<file path="src/rtl/gw_video_pkg.sv">
// Shared video-fetch definitions: FSM state encoding, line geometry defaults
// and the line-base address helper.
package gw_video_pkg;

  localparam int unsigned DefWordsPerLine = 2160;
  localparam int unsigned DefVisibleLines = 720;

  typedef enum logic [2:0] {
    StIdle,
    StWrite,
    StReadReq,
    StBurst,
    StGap,
    StAbort
  } fetch_state_e;

  // Lines outside the visible range alias to line 0.
  function automatic logic [24:0] line_base(input logic [9:0] y, input int unsigned words,
                                            input int unsigned lines);
    if (32'(y) >= lines) return '0;
    return 25'(y) * 25'(words);
  endfunction

endpackage

</file>
<file path="src/rtl/pixel_packer.sv">
// Assembles three 16-bit SDRAM words into one 24-bit background pixel (low bytes)
// and one 24-bit mask pixel (high bytes); first word lands in bits [7:0].
module pixel_packer (
  input  logic        clk,
  input  logic        reset_n,
  input  logic        clear,
  input  logic        push,
  input  logic [15:0] word,
  output logic [23:0] bg_pixel,
  output logic [23:0] mask_pixel,
  output logic        pixel_valid
);

  logic [1:0] word_cnt;

  always_ff @(posedge clk) begin
    if (!reset_n || clear) begin
      bg_pixel    <= '0;
      mask_pixel  <= '0;
      word_cnt    <= '0;
      pixel_valid <= 1'b0;
    end else begin
      pixel_valid <= 1'b0;
      if (push) begin
        bg_pixel   <= {word[7:0], bg_pixel[23:8]};
        mask_pixel <= {word[15:8], mask_pixel[23:8]};
        if (word_cnt == 2'd2) begin
          word_cnt    <= '0;
          pixel_valid <= 1'b1;
        end else begin
          word_cnt <= word_cnt + 2'd1;
        end
      end
    end
  end

endmodule

</file>
<file path="src/rtl/line_fetch_scheduler.sv">
// Fetches one display line per line_start from burst SDRAM port 0 and slots
// single download writes into the gaps between bursts.
module line_fetch_scheduler
  import gw_video_pkg::*;
#(
  parameter int unsigned WORDS_PER_LINE = DefWordsPerLine,
  parameter int unsigned VISIBLE_LINES  = DefVisibleLines
) (
  input  logic        clk,
  input  logic        reset_n,
  input  logic        line_start,
  input  logic [9:0]  line_y,
  input  logic        ioctl_download,
  input  logic        ioctl_wr,
  input  logic [24:0] ioctl_addr,
  input  logic [15:0] ioctl_dout,
  output logic [24:0] sd_addr,
  output logic [15:0] sd_data,
  output logic        sd_wr_req,
  output logic        sd_rd_req,
  output logic        sd_end_burst,
  input  logic        sd_data_available,
  input  logic [15:0] sd_q,
  output logic [23:0] bg_pixel,
  output logic [23:0] mask_pixel,
  output logic        pixel_valid,
  output logic        fifo_clear,
  output logic        wr_overflow
);

  localparam logic [24:0] Wpl = 25'(WORDS_PER_LINE);

  fetch_state_e state;
  logic [9:0]   line_y_q;
  logic [24:0]  read_count;
  logic         da_q, rd_pend, ret_gap, end_sent, wr_pend;
  logic [24:0]  wr_addr_q;
  logic [15:0]  wr_data_q;

  logic         accept_ls, word_ok, go_write, go_read;
  logic [9:0]   next_line;
  logic [24:0]  next_count, base_q, base_next;

  always_comb begin
    accept_ls  = line_start & ~ioctl_download;
    next_line  = accept_ls ? line_y : line_y_q;
    next_count = accept_ls ? '0 : read_count;
    base_q     = line_base(line_y_q, WORDS_PER_LINE, VISIBLE_LINES);
    base_next  = line_base(next_line, WORDS_PER_LINE, VISIBLE_LINES);
    word_ok    = (state == StBurst) && sd_data_available && !accept_ls && (read_count < Wpl);
    go_write   = wr_pend && ((state == StIdle) || (state == StGap));
  end

  always_comb begin
    go_read = 1'b0;
    case (state)
      StIdle:  go_read = !wr_pend && accept_ls;
      StWrite: go_read = !ioctl_download &&
                         (rd_pend || accept_ls || (ret_gap && (next_count < Wpl)));
      StGap:   go_read = !wr_pend && !ioctl_download && (next_count < Wpl);
      StAbort: go_read = !ioctl_download && !sd_data_available;
      default: go_read = 1'b0;
    endcase
  end

  always_ff @(posedge clk) begin
    if (!reset_n) begin
      state        <= StIdle;
      line_y_q     <= '0;
      read_count   <= '0;
      da_q         <= 1'b0;
      rd_pend      <= 1'b0;
      ret_gap      <= 1'b0;
      end_sent     <= 1'b0;
      wr_pend      <= 1'b0;
      wr_addr_q    <= '0;
      wr_data_q    <= '0;
      sd_addr      <= '0;
      sd_data      <= '0;
      sd_wr_req    <= 1'b0;
      sd_rd_req    <= 1'b0;
      sd_end_burst <= 1'b0;
      fifo_clear   <= 1'b0;
      wr_overflow  <= 1'b0;
    end else begin
      sd_rd_req    <= 1'b0;
      sd_wr_req    <= 1'b0;
      sd_end_burst <= 1'b0;
      fifo_clear   <= line_start;
      da_q         <= sd_data_available;

      if (accept_ls) begin
        line_y_q   <= line_y;
        read_count <= '0;
      end
      if (ioctl_download) rd_pend <= 1'b0;

      // Single-entry buffer; frees on the same edge the write is issued.
      if (ioctl_wr) begin
        if (wr_pend && !go_write) begin
          wr_overflow <= 1'b1;
        end else begin
          wr_pend   <= 1'b1;
          wr_addr_q <= ioctl_addr;
          wr_data_q <= ioctl_dout;
        end
      end else if (go_write) begin
        wr_pend <= 1'b0;
      end

      if (go_write) begin
        state     <= StWrite;
        ret_gap   <= (state == StGap);
        rd_pend   <= accept_ls;
        sd_wr_req <= 1'b1;
        sd_addr   <= wr_addr_q;
        sd_data   <= wr_data_q;
      end else if (go_read) begin
        state     <= StReadReq;
        sd_rd_req <= 1'b1;
        sd_addr   <= base_next + next_count;
        rd_pend   <= 1'b0;
        end_sent  <= 1'b0;
      end else begin
        case (state)
          StWrite, StGap: state <= StIdle;
          StReadReq:      state <= StBurst;
          StBurst: begin
            if (accept_ls) begin
              sd_end_burst <= 1'b1;
              state        <= StAbort;
            end else begin
              if (word_ok) begin
                read_count <= read_count + 25'd1;
                sd_addr    <= base_q + read_count + 25'd1;
                if (!end_sent && (read_count >= Wpl - 25'd2)) begin
                  sd_end_burst <= 1'b1;
                  end_sent     <= 1'b1;
                end
              end
              if (da_q && !sd_data_available) state <= StGap;
            end
          end
          StAbort: if (ioctl_download) state <= StIdle;
          default: ;
        endcase
      end
    end
  end

  pixel_packer u_pixel_packer (
    .clk         (clk),
    .reset_n     (reset_n),
    .clear       (accept_ls),
    .push        (word_ok),
    .word        (sd_q),
    .bg_pixel    (bg_pixel),
    .mask_pixel  (mask_pixel),
    .pixel_valid (pixel_valid)
  );

endmodule

</file>
<file path="config.mk">
export PLATFORM = sky130hd
export DESIGN_NAME = line_fetch_scheduler
export DESIGN_NICKNAME = d
export VERILOG_FILES = /design/src/rtl/gw_video_pkg.sv /design/src/rtl/pixel_packer.sv /design/src/rtl/line_fetch_scheduler.sv
export SDC_FILE = /design/constraint.sdc
export NUM_CORES = 1
export LEC_CHECK = 0
export ABC_AREA = 0
export BUFFER_PORTS_ARGS = -buffer_cell sky130_fd_sc_hd__clkbuf_2
export CAP_MARGIN = 15
export CORE_ASPECT_RATIO = 1.4
export CORE_MARGIN = 2
export CORE_UTILIZATION = 40
export CTS_BUF_LIST = sky130_fd_sc_hd__clkbuf_4
export DETAILED_ROUTE_END_ITERATION = 8
export HOLD_SLACK_MARGIN = 0.15
export PLACE_DENSITY = 0.56
export SLEW_MARGIN = 30
export SYNTH_ARGS = -nofsm -noshare
export SYNTH_HDL_FRONTEND = slang
export SYNTH_SLANG_ARGS = --single-unit
</file>
<file path="constraint.sdc">
create_clock -name clk -period 10.3 [get_ports clk]
set_input_delay 1.545 -clock clk [delete_from_list [all_inputs] [get_ports clk]]
set_output_delay 1.545 -clock clk [all_outputs]
set_load 0.05 [all_outputs]
</file>
== Yosys cells after proc, flatten, opt, wreduce, memory -nomap -nowiden ==
Index checks and enable logic that the tools add are counted.

* Register bits: 181
* Input bits: 73
* Output and inout port bits: 95
* Word-level logic and storage cells: 148

* Add/subtract/negate cells: 5
* Multipliers: 2
* $lt $le $gt $ge: 5
* Equal/unequal tests: 15
* Mux-type cells: 43
* Bitwise logic cells: 7
* Reductions and logical operators: 48

{| class="wikitable"
|+ Operators with widths
! operator !! count
|-
| 25-bit two-way mux || 15
|-
| 25-bit by 1-bit adder with 25-bit output, second input constant || 2
|-
| 25-bit adder || 2
|-
| 25-bit by 12-bit less-than comparator with 1-bit output, second input constant || 2
|-
| 10-bit by 8-bit multiplier with 18-bit output, second input constant || 2
|-
| 25-bit by 12-bit greater-or-equal comparator with 1-bit output, second input constant || 1
|-
| 10-bit greater-or-equal comparator, second input constant || 2
|-
| 1-bit two-way mux || 20
|-
| 1-bit logical AND || 13
|-
| 3-bit case mux with 4 select lines || 1
|-
| 3-bit AND reduction || 4
|-
| 10-bit two-way mux || 1
|-
| 3-bit two-way mux || 3
|-
| 3-bit nonzero test || 3
|-
| 2-bit nonzero test || 4
|-
| 1-bit logical NOT || 7
|-
| 3-bit by 2-bit equality test with 1-bit output, second input constant || 2
|-
| 3-bit equality test, second input constant || 2
|-
| 1-bit NOT || 6
|-
| 2-bit AND reduction || 3
|-
| 6-bit nonzero test || 1
|-
| 2-bit OR reduction || 3
|-
| 5-bit by 4-bit inequality test with 1-bit output, second input constant || 1
|-
| 5-bit AND reduction || 1
|-
| other kinds (19) || 24
|}

== Depth between registers and ports, before layout ==
Gate-level depths: netlist of run 1.

* Depth after elaboration: 10
* Gate-level depth with buffers: 29
* Depth with buffers taken out: 27

== Cells and area by module ==
Synthesis of run 1 repeated with hierarchy kept, for this count alone.

* Cells, all modules: 1,396
* Area, all modules: 11,380.9 um^2

{| class="wikitable"
|+ By module, submodules not included
! module !! instances !! cells an instance !! area an instance (um^2) !! seq. area each (um^2)
|-
| line_fetch_scheduler || 1 || 1,228 || 9,577.9 || 2,602.5
|-
| pixel_packer || 1 || 168 || 1,803.0 || 1,021.0
|}

== Worst setup path before layout of run 1 ==
OpenSTA, ideal clock, no wires.

* Path type: input-to-reg
* Start point: input ioctl_download
* End point: register sd_addr[21]
* Library setup time: 96 ps
* Data arrival time: 7,023 ps
* Required time: 10,204 ps
* Path slack: 3,181 ps
* Stages on the path: 25
* Buffers on the path: 2
* Cell sequence: nand2b_1 > buf_2 > clkbuf_1 > mux2_2 > ha_1 > ha_1 > inv_1 > fa_1 > inv_1 > fa_1 > a21o_1 > a21oi_1 > nor2b_1 > o21a_1 > o41a_1 > a31oi_1 > xor2_1 > nor2_1 > ha_1 > a21o_1 > a21o_1 > a31o_2 > a41oi_1 > a21oi_1 > o41ai_2

* Longest elaborated chain between the ends: 10
* Elaborated cells on any way between the ends: 29
* Classes of those cells: 1 x add/sub; 1 x mul; 2 x order compare; 1 x eq/ne; 7 x mux; 2 x bitwise; 15 x reduce/logical

{| class="wikitable"
|+ Ends and longest elaborated chain
! element !! RTL line !! RTL
|-
| start, declared || line_fetch_scheduler.sv:13 || <nowiki>input logic ioctl_download,</nowiki>
|-
| branches (longest 10 deep; another with 25-bit adder) || - ||
|-
| end signal, assigned || line_fetch_scheduler.sv:116 || <nowiki>sd_addr <= wr_addr_q;</nowiki>
|-
| end signal, assigned || line_fetch_scheduler.sv:121 || <nowiki>sd_addr <= base_next + next_count;</nowiki>
|-
| end signal, assigned || line_fetch_scheduler.sv:135 || <nowiki>sd_addr <= base_q + read_count + 25'd1;</nowiki>
|-
| end, declared || line_fetch_scheduler.sv:17 || <nowiki>output logic [24:0] sd_addr,</nowiki>
|}

Several ways; the timed one is not identified.
A chain may end at the register's enable or synchronous reset.

== Worst setup path in the final report of run 1 ==
* Start point: input ioctl_download
* End point: register sd_addr[21]

* Elaborated cells on any way between the ends: 29
* Classes of those cells: 1 x add/sub; 1 x mul; 2 x order compare; 1 x eq/ne; 7 x mux; 2 x bitwise; 15 x reduce/logical

{| class="wikitable"
|+ RTL lines
! element !! RTL line !! RTL
|-
| 1-bit NOT * || line_fetch_scheduler.sv:45 || <nowiki>accept_ls = line_start & ~ioctl_download;</nowiki>
|-
| 1-bit bitwise AND * || line_fetch_scheduler.sv:45 ||
|-
| 10-bit two-way mux * || - ||
|-
| named net next_line[2] || line_fetch_scheduler.sv:41 || <nowiki>logic [9:0] next_line;</nowiki>
|-
| branches (longest 2 deep; another with 10-bit by 8-bit multiplier with 18-bit output) || - ||
|-
| 25-bit two-way mux * || gw_video_pkg.sv:21 || <nowiki>return 25'(y) * 25'(words);</nowiki>
|-
| 25-bit adder * || line_fetch_scheduler.sv:121 ||
|-
| 25-bit two-way mux * || line_fetch_scheduler.sv:118 || <nowiki>end else if (go_read) begin</nowiki>
|-
| 25-bit two-way mux * || line_fetch_scheduler.sv:111 || <nowiki>if (go_write) begin</nowiki>
|}

Mark *: on every way through the listed nets, which the timed path passes.

==> results of run 1 <==
## worst reg2reg max path, stage by stage, from the launching register on
cell and delay, ns:
dfxtp_1 0.58, inv_1 0.09, ha_1 0.30, ha_1 0.28, inv_1 0.06, fa_1 0.52
inv_1 0.04, ha_1 0.22, fa_1 0.40, a21o_1 0.20, a21o_1 0.20, a21oi_1 0.18
nor2b_1 0.08, o41ai_1 0.45, o21ai_1 0.19, xor2_1 0.17, and2_1 0.17, ha_1 0.36
a21o_1 0.19, a221oi_1 0.42, o21ai_1 0.20, xnor2_1 0.28, nor2_1 0.09, a2111oi_2 0.35
nor3_1 0.08
## registers in the layout, indices dropped and copies added, names as in the netlist, 2 cells and up
register                   count
wr_addr_q                     25
sd_data                       16
wr_data_q                     16
u_pixel_packer.bg_pixel       24
u_pixel_packer.mask_pixel     24
u_pixel_packer.word_cnt        2
state                          3
sd_addr                       25
read_count                    25
line_y_q                      10
## path summary, 6_finish.rpt
check / start / endpoint / slack, ns / cells after the start
min: wr_data_q[15] / sd_data[15] / 0.44 / 2
min reg2reg: wr_data_q[15] / sd_data[15] / 0.44 / 2
max: ioctl_download / sd_addr[21] / 3.11 / 25
max reg2reg: line_y_q[2] / sd_addr[19] / 4.09 / 24
## per-stage QoR
step	instance area [um^2]	power, mW	cells	utilization
6_report	12900	1.61	1979	0.454
5_1_grt	12900	1.71	1979	0.454
4_1_cts	12900	1.63	1978	0.454
3_5_place_dp	12600	1.24	1946	0.445
3_3_place_gp	12600	1.24	1946	0.445
2_1_floorplan	11600	1.11	1462	-
## cell families after synthesis
| logic type | synth area share |
|---|---|
| fa+ha+maj | 0.172 |
| other cells | 0.000324 |
| flops | 0.313 |
| buf+inv | 0.0655 |
| compound gates | 0.189 |
| mux | 0.0122 |
| simple gates | 0.201 |
| xor+xnor | 0.0462 |
## routing by layer
layer  track usage  wire (um)
met1         0.259      13900
met2         0.380      16100
met3        0.0416       1490
met4        0.0625        641
met5             0          0
## report_power, final
part | switching, mW | internal [mW] | leakage [nW]
combinational | 0.311 | 0.163 | 4.45
clock | 0.280 | 0.106 | 0.146
sequential | 0.0213 | 0.727 | 1.47
## cell usage in the layout (no fill, tap or decap), types with 6 or more instances in the layout
master	instances
nand2_1	266
o221ai_1	7
nor3_1	22
clkbuf_4	17
buf_4	13
mux2_2	6
a21o_1	30
fa_1	25
and3_1	19
mux2i_1	6
nor2b_1	10
dfxtp_1	181
o21a_1	8
o21ai_0	47
nand3_1	22
clkbuf_2	167
xnor2_1	33
a211oi_1	7
a221oi_1	8
ha_1	118
o211ai_1	8
a31oi_1	11
inv_1	110
nor2_1	105
xor2_1	28
a21oi_1	181
and2_1	38
nand4_1	8
## final cells by class
class,instances,area share
multi-input combinational,1098,0.557
sequential,181,0.281
timing repair buffer,180,0.0724
tap,375,0.0364
inverter,112,0.0326
clock inverter,15,0.0107
clock buffer,17,0.00989
antenna,1,0.000194
==> impl_metrics.csv, run 1 <==
group,metric,value,unit
outcome,run_status,"finished clean",
layout,final-seq-area,3620,um^2
clocking,cts.repair_timing.setup_buffer_count,0,
synthesis,cell_count_after_synthesis,1461,
timing,finalMaxSlewViolations,0,
power_and_ir_drop,cellPowerDensity,125,nW/um^2
worst_setup_path,required,10.82,ns
synthesis,syn_avg_cell_area,7.91,um^2
clocking,cts.root.buffer_cell,"clkbuf_4",
synthesis,synthTopCellsByCount,"nand2_1, a21oi_1, dfxtp_1",
grt,grt_pass1_vias,9913,
floorplan,starting_density_of_the_core,0.407,
layout,layout_cells_sized_above_1,0.153,
worst_setup_path,crit_type,"input port to flip-flop",
synthesis,ys_ff_latch,181,
drt,detail_route.first_pass.iterations,5,
clocking,clock_latency,0.61,ns
worst_setup_path,cp_num_buf_inv,3,
clocking,number_of_cts_inserted_buffers,17,
clocking,cts_tree,"built",
power_and_ir_drop,irDropWorstVdd,0.0975,mV
worst_setup_path,crit_path_top_delay_cell,"nand2b_1",
floorplan,core_area,28400,um^2
timing,maxSlewHeadroom,0.453,
grt,track_usage,0.213,
timing,hold_violations,0,
layout,syn_to_final_growth,11.6,%
worst_setup_path,delay_heaviest_family_cp,"compound AO/OA/AOI/OAI gates",
worst_setup_path,critical_path_peak_fanout,8,
place,io_buffer_count,167,
clocking,clkTransAtPathRegs,0.18,ns
min_path,hold_path_class,"flip-flop to flip-flop",
timing,fin_tns_setup,0,ns
clocking,htree_num_levels,4,
layout,nFillCells,2947,
layout,multi_input_comb_area,7180,um^2
worst_setup_path,critical-path-top-cell-by-count,"ha_1",
layout,nets,1806,
drt,drtIter0Drc,619,
synthesis,yosysWarningCount,0,
clocking,cts_repair_resize_count,0,
grt,global_route_wire_length_before_repair,51600,um
power_and_ir_drop,cellLeakagePower,6.07,nW
synthesis,synth_most_common_cell,"nand2_1",
worst_setup_path,critPathLaunchType,"input port",
timing,setup_slack,3.11,ns
floorplan,overall_die_area,30300,um^2
floorplan,row_count,73,
drt,via_count,10300,
drt,wl_per_cell,16.3,um
timing,worst_clock_skew,0.0370,ns
synthesis,synth.distinct_cells,78,
synthesis,edff_count_synth,0,
synthesis,yosys.area.top_type,"dfxtp_1",
drt,remaining_drc_errors,0,
worst_setup_path,worst_setup_path_end_kind,"flip-flop",
synthesis,synth.top_cells.by_area,"dfxtp_1, ha_1, nand2_1, a21oi_1, fa_1",
worst_setup_path,signal_arrival_time_at_the_worst_endpoint,7.71,ns
synthesis,synth_seq_area_share,0.313,
timing,worstMarginPinSlew,0.818,ns
drt,drtAntennaViolNets,0,
place,routabilityCongestion,0.905,
grt,largest_net_degree_at_the_start_of_global_routing,64,
drt,routed_wl,32200,um
floorplan,die_width,148,um
clocking,cts.path.max_buffers,2,
timing,setup-violations-final,0,
synthesis,synthDominantCellAreaShare,0.313,
synthesis,ys_dominant_reg_cell,"dfxtp_1",
timing,timing.final.crit_share,0.698,
synthesis,synthArstFlopShare,0,
timing,clock.fmax,0.139,GHz
job,drv.max_cap_violation_count,0,
place,preCtsSetupSlack,2.47,ns
place,dpl.hpwl,24400,um
timing,unrepaired_setup_endpoints_after_global_routing,"false",
clocking,cts_num_sinks,181,
timing,finalHoldWorstSlack,0.437,ns
drt,drt-vias-per-instance,5.20,
grt,grt_remaining_overflow,0,
grt,grt_antenna_before_repair,1,
timing,final_period_minus_worst_setup_slack,7.19,ns
floorplan,floorplan.die.height,205,um
floorplan,num_io_pins,168,
worst_setup_path,timing.critical_path.slowest_cell_delay,0.52,ns
synthesis,synthesis.area,11600,um^2
clocking,cts_hold_buf,0,
(Power assumes the default switching activity.)
==> run 2, diff against run 1 <==
==> constraint.sdc (replaced) <==
create_clock -name clk -period 7.2 [get_ports clk]
set_input_delay 1.08 -clock clk [delete_from_list [all_inputs] [get_ports clk]]
set_output_delay 1.08 -clock clk [all_outputs]
set_load 0.05 [all_outputs]
==> run 2 against run 1 <==
Against the previous run: sequential power increased by 43%; global-route usage increased by 0.71 points; combinational power rose by 46%; worst setup slack lost 2.3 ns; critical path depth rose by 2; non-clock buffer count up 13; final area increased by 1.3%; clock power up 67%; flip-flop and latch count did not move; hold slack improved by 0.019 ns; sequential share of layout area down 0.37 points; critical endpoint is now sd_addr[23]; largest cell class unchanged; highest routed layer unchanged.
==> impl_metrics.csv, run 2 (synthesis results as in run 1) <==
group,metric,value,unit
outcome,run_status,"finished clean",
floorplan,floorplan.die.height,205,um
floorplan,num_io_pins,168,
grt,largest_net_degree_at_the_start_of_global_routing,66,
timing,unrepaired_setup_endpoints_after_global_routing,"false",
job,drv.max_cap_violation_count,0,
layout,final-seq-area,3620,um^2
drt,via_count,10300,
power_and_ir_drop,cellPowerDensity,184,nW/um^2
drt,drt-vias-per-instance,5.18,
clocking,clock_latency,0.60,ns
clocking,cts_repair_resize_count,0,
power_and_ir_drop,pwr-share-seq,0.444,
timing,worst_clock_skew,0.0316,ns
timing,timing.final.crit_share,0.882,
clocking,cts_tree,"built",
clocking,htree_num_levels,4,
clocking,number_of_cts_inserted_buffers,17,
power_and_ir_drop,power_switching,0.870,mW
worst_setup_path,signal_arrival_time_at_the_worst_endpoint,6.91,ns
grt,grt_remaining_overflow,0,
power_and_ir_drop,irDropWorstVdd,0.165,mV
layout,syn_to_final_growth,13.1,%
worst_setup_path,critical_path_peak_fanout,8,
timing,maxSlewHeadroom,0.417,
layout,mostFrequentLayoutCell,"nand2_1",
power_and_ir_drop,power.share.switching,0.361,
timing,worstMarginPinSlew,0.872,ns
floorplan,overall_die_area,30300,um^2
min_path,hold_path_class,"flip-flop to flip-flop",
floorplan,die_width,148,um
layout,nFillCells,2888,
grt,global_route_wire_length_before_repair,53000,um
clocking,cts.path.max_buffers,2,
layout,layout_cells_sized_above_1,0.160,
worst_setup_path,worst_setup_path_end_kind,"flip-flop",
worst_setup_path,crit_type,"input port to flip-flop",
power_and_ir_drop,power.internal,1.54,mW
grt,track_usage,0.220,
layout,multi_input_comb_area,7180,um^2
timing,fin_tns_setup,0,ns
drt,wl_per_cell,16.5,um
floorplan,row_count,73,
layout,top_regs,"read_count: 25 flops, sd_addr: 25 flops, wr_addr_q: 25 flops",
drt,detail_route.first_pass.iterations,7,
timing,final_period_minus_worst_setup_slack,6.35,ns
power_and_ir_drop,power_frac_comb,0.288,
power_and_ir_drop,clock_power_share,0.268,
grt,grt_pass1_vias,10100,
floorplan,core_area,28400,um^2
clocking,cts_hold_buf,0,
drt,routed_wl,32800,um
floorplan,starting_density_of_the_core,0.407,
power_and_ir_drop,cellLeakagePower,6.16,nW
place,routabilityCongestion,0.905,
clocking,clkTransAtPathRegs,0.17,ns
layout,most-common-layout-cells,"nand2_1, a21oi_1, dfxtp_1",
place,io_buffer_count,167,
place,dpl.hpwl,25200,um
drt,drtAntennaViolNets,0,
timing,clock.fmax,0.157,GHz
clocking,cts_num_sinks,181,
clocking,cts.repair_timing.setup_buffer_count,0,
layout,nets,1819,
drt,remaining_drc_errors,0,
timing,finalHoldWorstSlack,0.456,ns
grt,grt_antenna_before_repair,1,
worst_setup_path,required,7.75,ns
worst_setup_path,critPathLaunchType,"input port",
clocking,cts.root.buffer_cell,"clkbuf_4",
timing,hold_violations,0,
timing,setup-violations-final,0,
drt,drtIter0Drc,518,
timing,finalMaxSlewViolations,0,
[run 2: area by class of cell]
cell class	instances	share of cell area
multi-input cells	1098	0.550
flip-flops and latches	181	0.277
repair buffers	193	0.0798
well taps	375	0.0359
inverters	112	0.0322
clock inverters	14	0.0146
clock buffers	18	0.0103
diodes	1	0.000191
[run 2: power groups by stage]
stage / Sequential, mW / Combinational [mW] / Clock, mW
floorplan: 1.15 / 0.434 / 0
global placement: 1.09 / 0.692 / 0
detailed placement: 1.09 / 0.696 / 0
CTS: 1.07 / 0.700 / 0.668
global route: 1.07 / 0.776 / 0.708
finish: 1.07 / 0.694 / 0.644
[run 2: worst max-delay path: stages]
cell      delay, ns
clkbuf_2       0.15
nand2b_1       0.17
buf_12         0.15
mux2_2         0.36
ha_1           0.30
ha_1           0.28
inv_1          0.05
fa_1           0.52
inv_1          0.04
ha_1           0.22
fa_1           0.40
a21o_1         0.19
a21oi_1        0.22
nor2b_1        0.08
o21a_1         0.19
o41a_1         0.35
a31oi_1        0.28
xor2_1         0.17
nor2_1         0.06
ha_1           0.34
a21o_1         0.17
a21o_1         0.17
a31o_2         0.24
a41oi_1        0.26
buf_4          0.15
mux2i_1        0.17
o211a_1        0.14
[run 2: through the flow]
stage               setup slack, ns  area, um^2  power, mW   util  std cells
floorplan                     0.546       11600       1.58      -       1462
global placement              0.311       12700       1.78  0.449       1959
detailed placement            0.236       12700       1.79  0.449       1959
CTS                           0.906       13100       2.44  0.460       1991
global route                  0.490       13100       2.56  0.460       1992
finish                        0.846       13100       2.41  0.460       1992
[run 2: final timing paths]
path                                 start                      endpoint  slack [ns]  cells after the start
max reg2reg                    line_y_q[2]                   sd_addr[21]        1.23                     24
min          u_pixel_packer.mask_pixel[16]  u_pixel_packer.mask_pixel[8]        0.46                      2
max                         ioctl_download                   sd_addr[23]        0.85                     27
min reg2reg  u_pixel_packer.mask_pixel[16]  u_pixel_packer.mask_pixel[8]        0.46                      2
[run 2: layer usage]
metal / up-vias / track usage / share of wire / wire length [um]
li1: 5249 / - / - / -
met1: 4798 / 0.269 / 0.43 / 14100
met2: 242 / 0.391 / 0.50 / 16500
met3: 35 / 0.0374 / 0.042 / 1390
met4: 0 / 0.0742 / 0.025 / 817
met5: - / 0 / 0 / 0
==> run 3, diff against run 2 <==
--- a/config.mk
+++ b/config.mk
@@ -9,7 +9,7 @@
 export BUFFER_PORTS_ARGS = -buffer_cell sky130_fd_sc_hd__clkbuf_2
 export CAP_MARGIN = 15
 export CORE_ASPECT_RATIO = 1.4
-export CORE_MARGIN = 2
+export CORE_MARGIN = 1.5
 export CORE_UTILIZATION = 40
 export CTS_BUF_LIST = sky130_fd_sc_hd__clkbuf_4
 export DETAILED_ROUTE_END_ITERATION = 8
==> run 3 against run 2 <==
Against the previous run: global-route usage up 0.18 points; critical path depth down 1; combinational power down 0.6%; final area down 0.24%; final cell count down 0.15%; first-iteration DRC count down 3.9%; sequential power about the same; worst setup slack worse by 0.10 ns; routed wire length about the same; highest routed layer unchanged.
==> impl_metrics.csv, run 3 (synthesis results as in run 1) <==
group,metric,value,unit
place,dpl.hpwl,24800,um
min_path,holdCritStartpoint,"wr_addr_q[18]",
timing,finalMaxSlewViolations,0,
timing,worst_clock_skew,0.0297,ns
grt,grt_antenna_before_repair,1,
floorplan,floorplan.die.height,204,um
timing,clock.fmax,0.155,GHz
grt,grt_pass1_vias,10100,
layout,top_regs,"read_count: 25 flops, sd_addr: 25 flops, wr_addr_q: 25 flops",
worst_setup_path,crit_type,"input port to flip-flop",
power_and_ir_drop,irDropWorstVdd,0.126,mV
drt,wl_met2,16400,um
floorplan,starting_density_of_the_core,0.407,
layout,mostFrequentLayoutCell,"nand2_1",
clocking,cts.path.max_buffers,2,
worst_setup_path,critical_path.endpoint,"sd_addr[21]",
worst_setup_path,r2r-end,"sd_addr[19]",
grt,global_route_wire_length_before_repair,52900,um
grt,largest_net_degree_at_the_start_of_global_routing,67,
drt,wl_per_cell,16.5,um
drt,top_signal_layer_used,"met4",
worst_setup_path,reg2reg_setup_slack,1.12,ns
grt,grt_remaining_overflow,0,
drt,routedLengthMet1,14100,um
power_and_ir_drop,cellPowerDensity,182,nW/um^2
clocking,cts_repair_resize_count,0,
worst_setup_path,reg2reg_depth,24,
drt,drtIter0Drc,498,
layout,layout_cells_excl_fill,1989,
layout,nets,1816,
place,routabilityCongestion,0.895,
drt,via_count,10400,
timing,fin_tns_setup,0,ns
grt,track_usage,0.222,
floorplan,row_count,73,
floorplan,overall_die_area,29900,um^2
layout,syn_to_final_growth,12.8,%
worst_setup_path,signal_arrival_time_at_the_worst_endpoint,6.97,ns
layout,finish.instance_area,13000,um^2
job,drv.max_cap_violation_count,0,
clocking,clock_latency,0.59,ns
power_and_ir_drop,p_total,2.37,mW
drt,routed_wl,32800,um
timing,final_period_minus_worst_setup_slack,6.45,ns
clocking,cts_hold_buf,0,
timing,maxSlewHeadroom,0.475,
min_path,min_path_cells,2,
timing,worstMarginPinSlew,0.785,ns
timing,unrepaired_setup_endpoints_after_global_routing,"false",
worst_setup_path,critical_path_peak_fanout,8,
timing,setup-violations-final,0,
drt,detail_route.first_pass.iterations,7,
floorplan,die_width,147,um
drt,drtAntennaViolNets,0,
timing,timing.final.crit_share,0.897,
clocking,clkTransAtPathRegs,0.17,ns
worst_setup_path,worst_r2r_startpoint,"line_y_q[3]",
outcome,run_status,"finished clean",
clocking,htree_num_levels,4,
worst_setup_path,worst_setup_path_end_kind,"flip-flop",
layout,most-common-layout-cells,"nand2_1, a21oi_1, dfxtp_1",
drt,drt-vias-per-instance,5.25,
place,io_buffer_count,167,
clocking,cts.repair_timing.setup_buffer_count,0,
drt,remaining_drc_errors,0,
clocking,cts.root.buffer_cell,"clkbuf_4",
clocking,cts_tree,"built",
floorplan,num_io_pins,168,
clocking,number_of_cts_inserted_buffers,17,
power_and_ir_drop,cellLeakagePower,6.14,nW
worst_setup_path,critPathLaunchType,"input port",
floorplan,core_area,28400,um^2
place,placed_area,12700,um^2
worst_setup_path,required,7.72,ns
layout,layout_cells_sized_above_1,0.159,
worst_setup_path,timing.critical_path.from,"ioctl_download",
min_path,hold_path_class,"flip-flop to flip-flop",
timing,hold_violations,0,
clocking,cts_num_sinks,181,
place,dp.cells,1956,
drt,wl_met3,1450,um
[run 3: worst min path at each step]
stage / endpoint / slack (ns)
3_5_place_dp: wr_addr_q[14] / 0.45
6_report: wr_addr_q[18] / 0.47
4_1_cts: wr_addr_q[14] / 0.47
3_3_place_gp: sd_data[8] / 0.44
5_1_grt: sd_data[3] / 0.49
2_1_floorplan: sd_data[0] / 0.43
[run 3: where the power goes]
part | total (mW) | switching, mW | internal, mW
Sequential | 1.07 | 0.0296 | 1.04
Clock | 0.610 | 0.417 | 0.193
Combinational | 0.690 | 0.451 | 0.239
[run 3: area by class of cell]
class                   count  area, um^2
clock buffers              17         128
flip-flops and latches    181        3620
repair buffers            190        1020
diodes                      1        2.50
well taps                 375         469
multi-input cells        1098        7180
inverters                 112         420
clock inverters            15         190
fillers                  2914       15400
[run 3: per-layer routing]
| metal | GRT usage | vias up |
|---|---|---|
| met5 | 0 | - |
| met4 | 0.0786 | 0 |
| met3 | 0.0391 | 40 |
| met2 | 0.398 | 241 |
| met1 | 0.264 | 4917 |
| li1 | - | 5249 |
[run 3: through the flow]
stage | utilization | setup slack, ns | hold WS, ns
floorplan | - | 0.546 | 0.432
global placement | 0.448 | 0.290 | 0.439
detailed placement | 0.448 | 0.139 | 0.446
CTS | 0.459 | 0.801 | 0.467
global route | 0.459 | 0.497 | 0.487
finish | 0.459 | 0.745 | 0.466
[run 3: critical path, stage by stage]
cell,delay [ns]
clkbuf_2,0.14
nand2b_1,0.17
buf_12,0.15
mux2_2,0.35
ha_1,0.30
ha_1,0.28
inv_1,0.05
fa_1,0.53
inv_1,0.04
ha_1,0.22
fa_1,0.42
a21o_1,0.20
a21oi_1,0.22
nor2b_1,0.07
o21a_1,0.18
o41a_1,0.35
a31oi_1,0.27
xor2_1,0.18
nor2_1,0.07
ha_1,0.34
a21o_1,0.17
a21o_1,0.17
a31o_2,0.24
a41oi_1,0.33
a21oi_1,0.12
o41ai_2,0.32
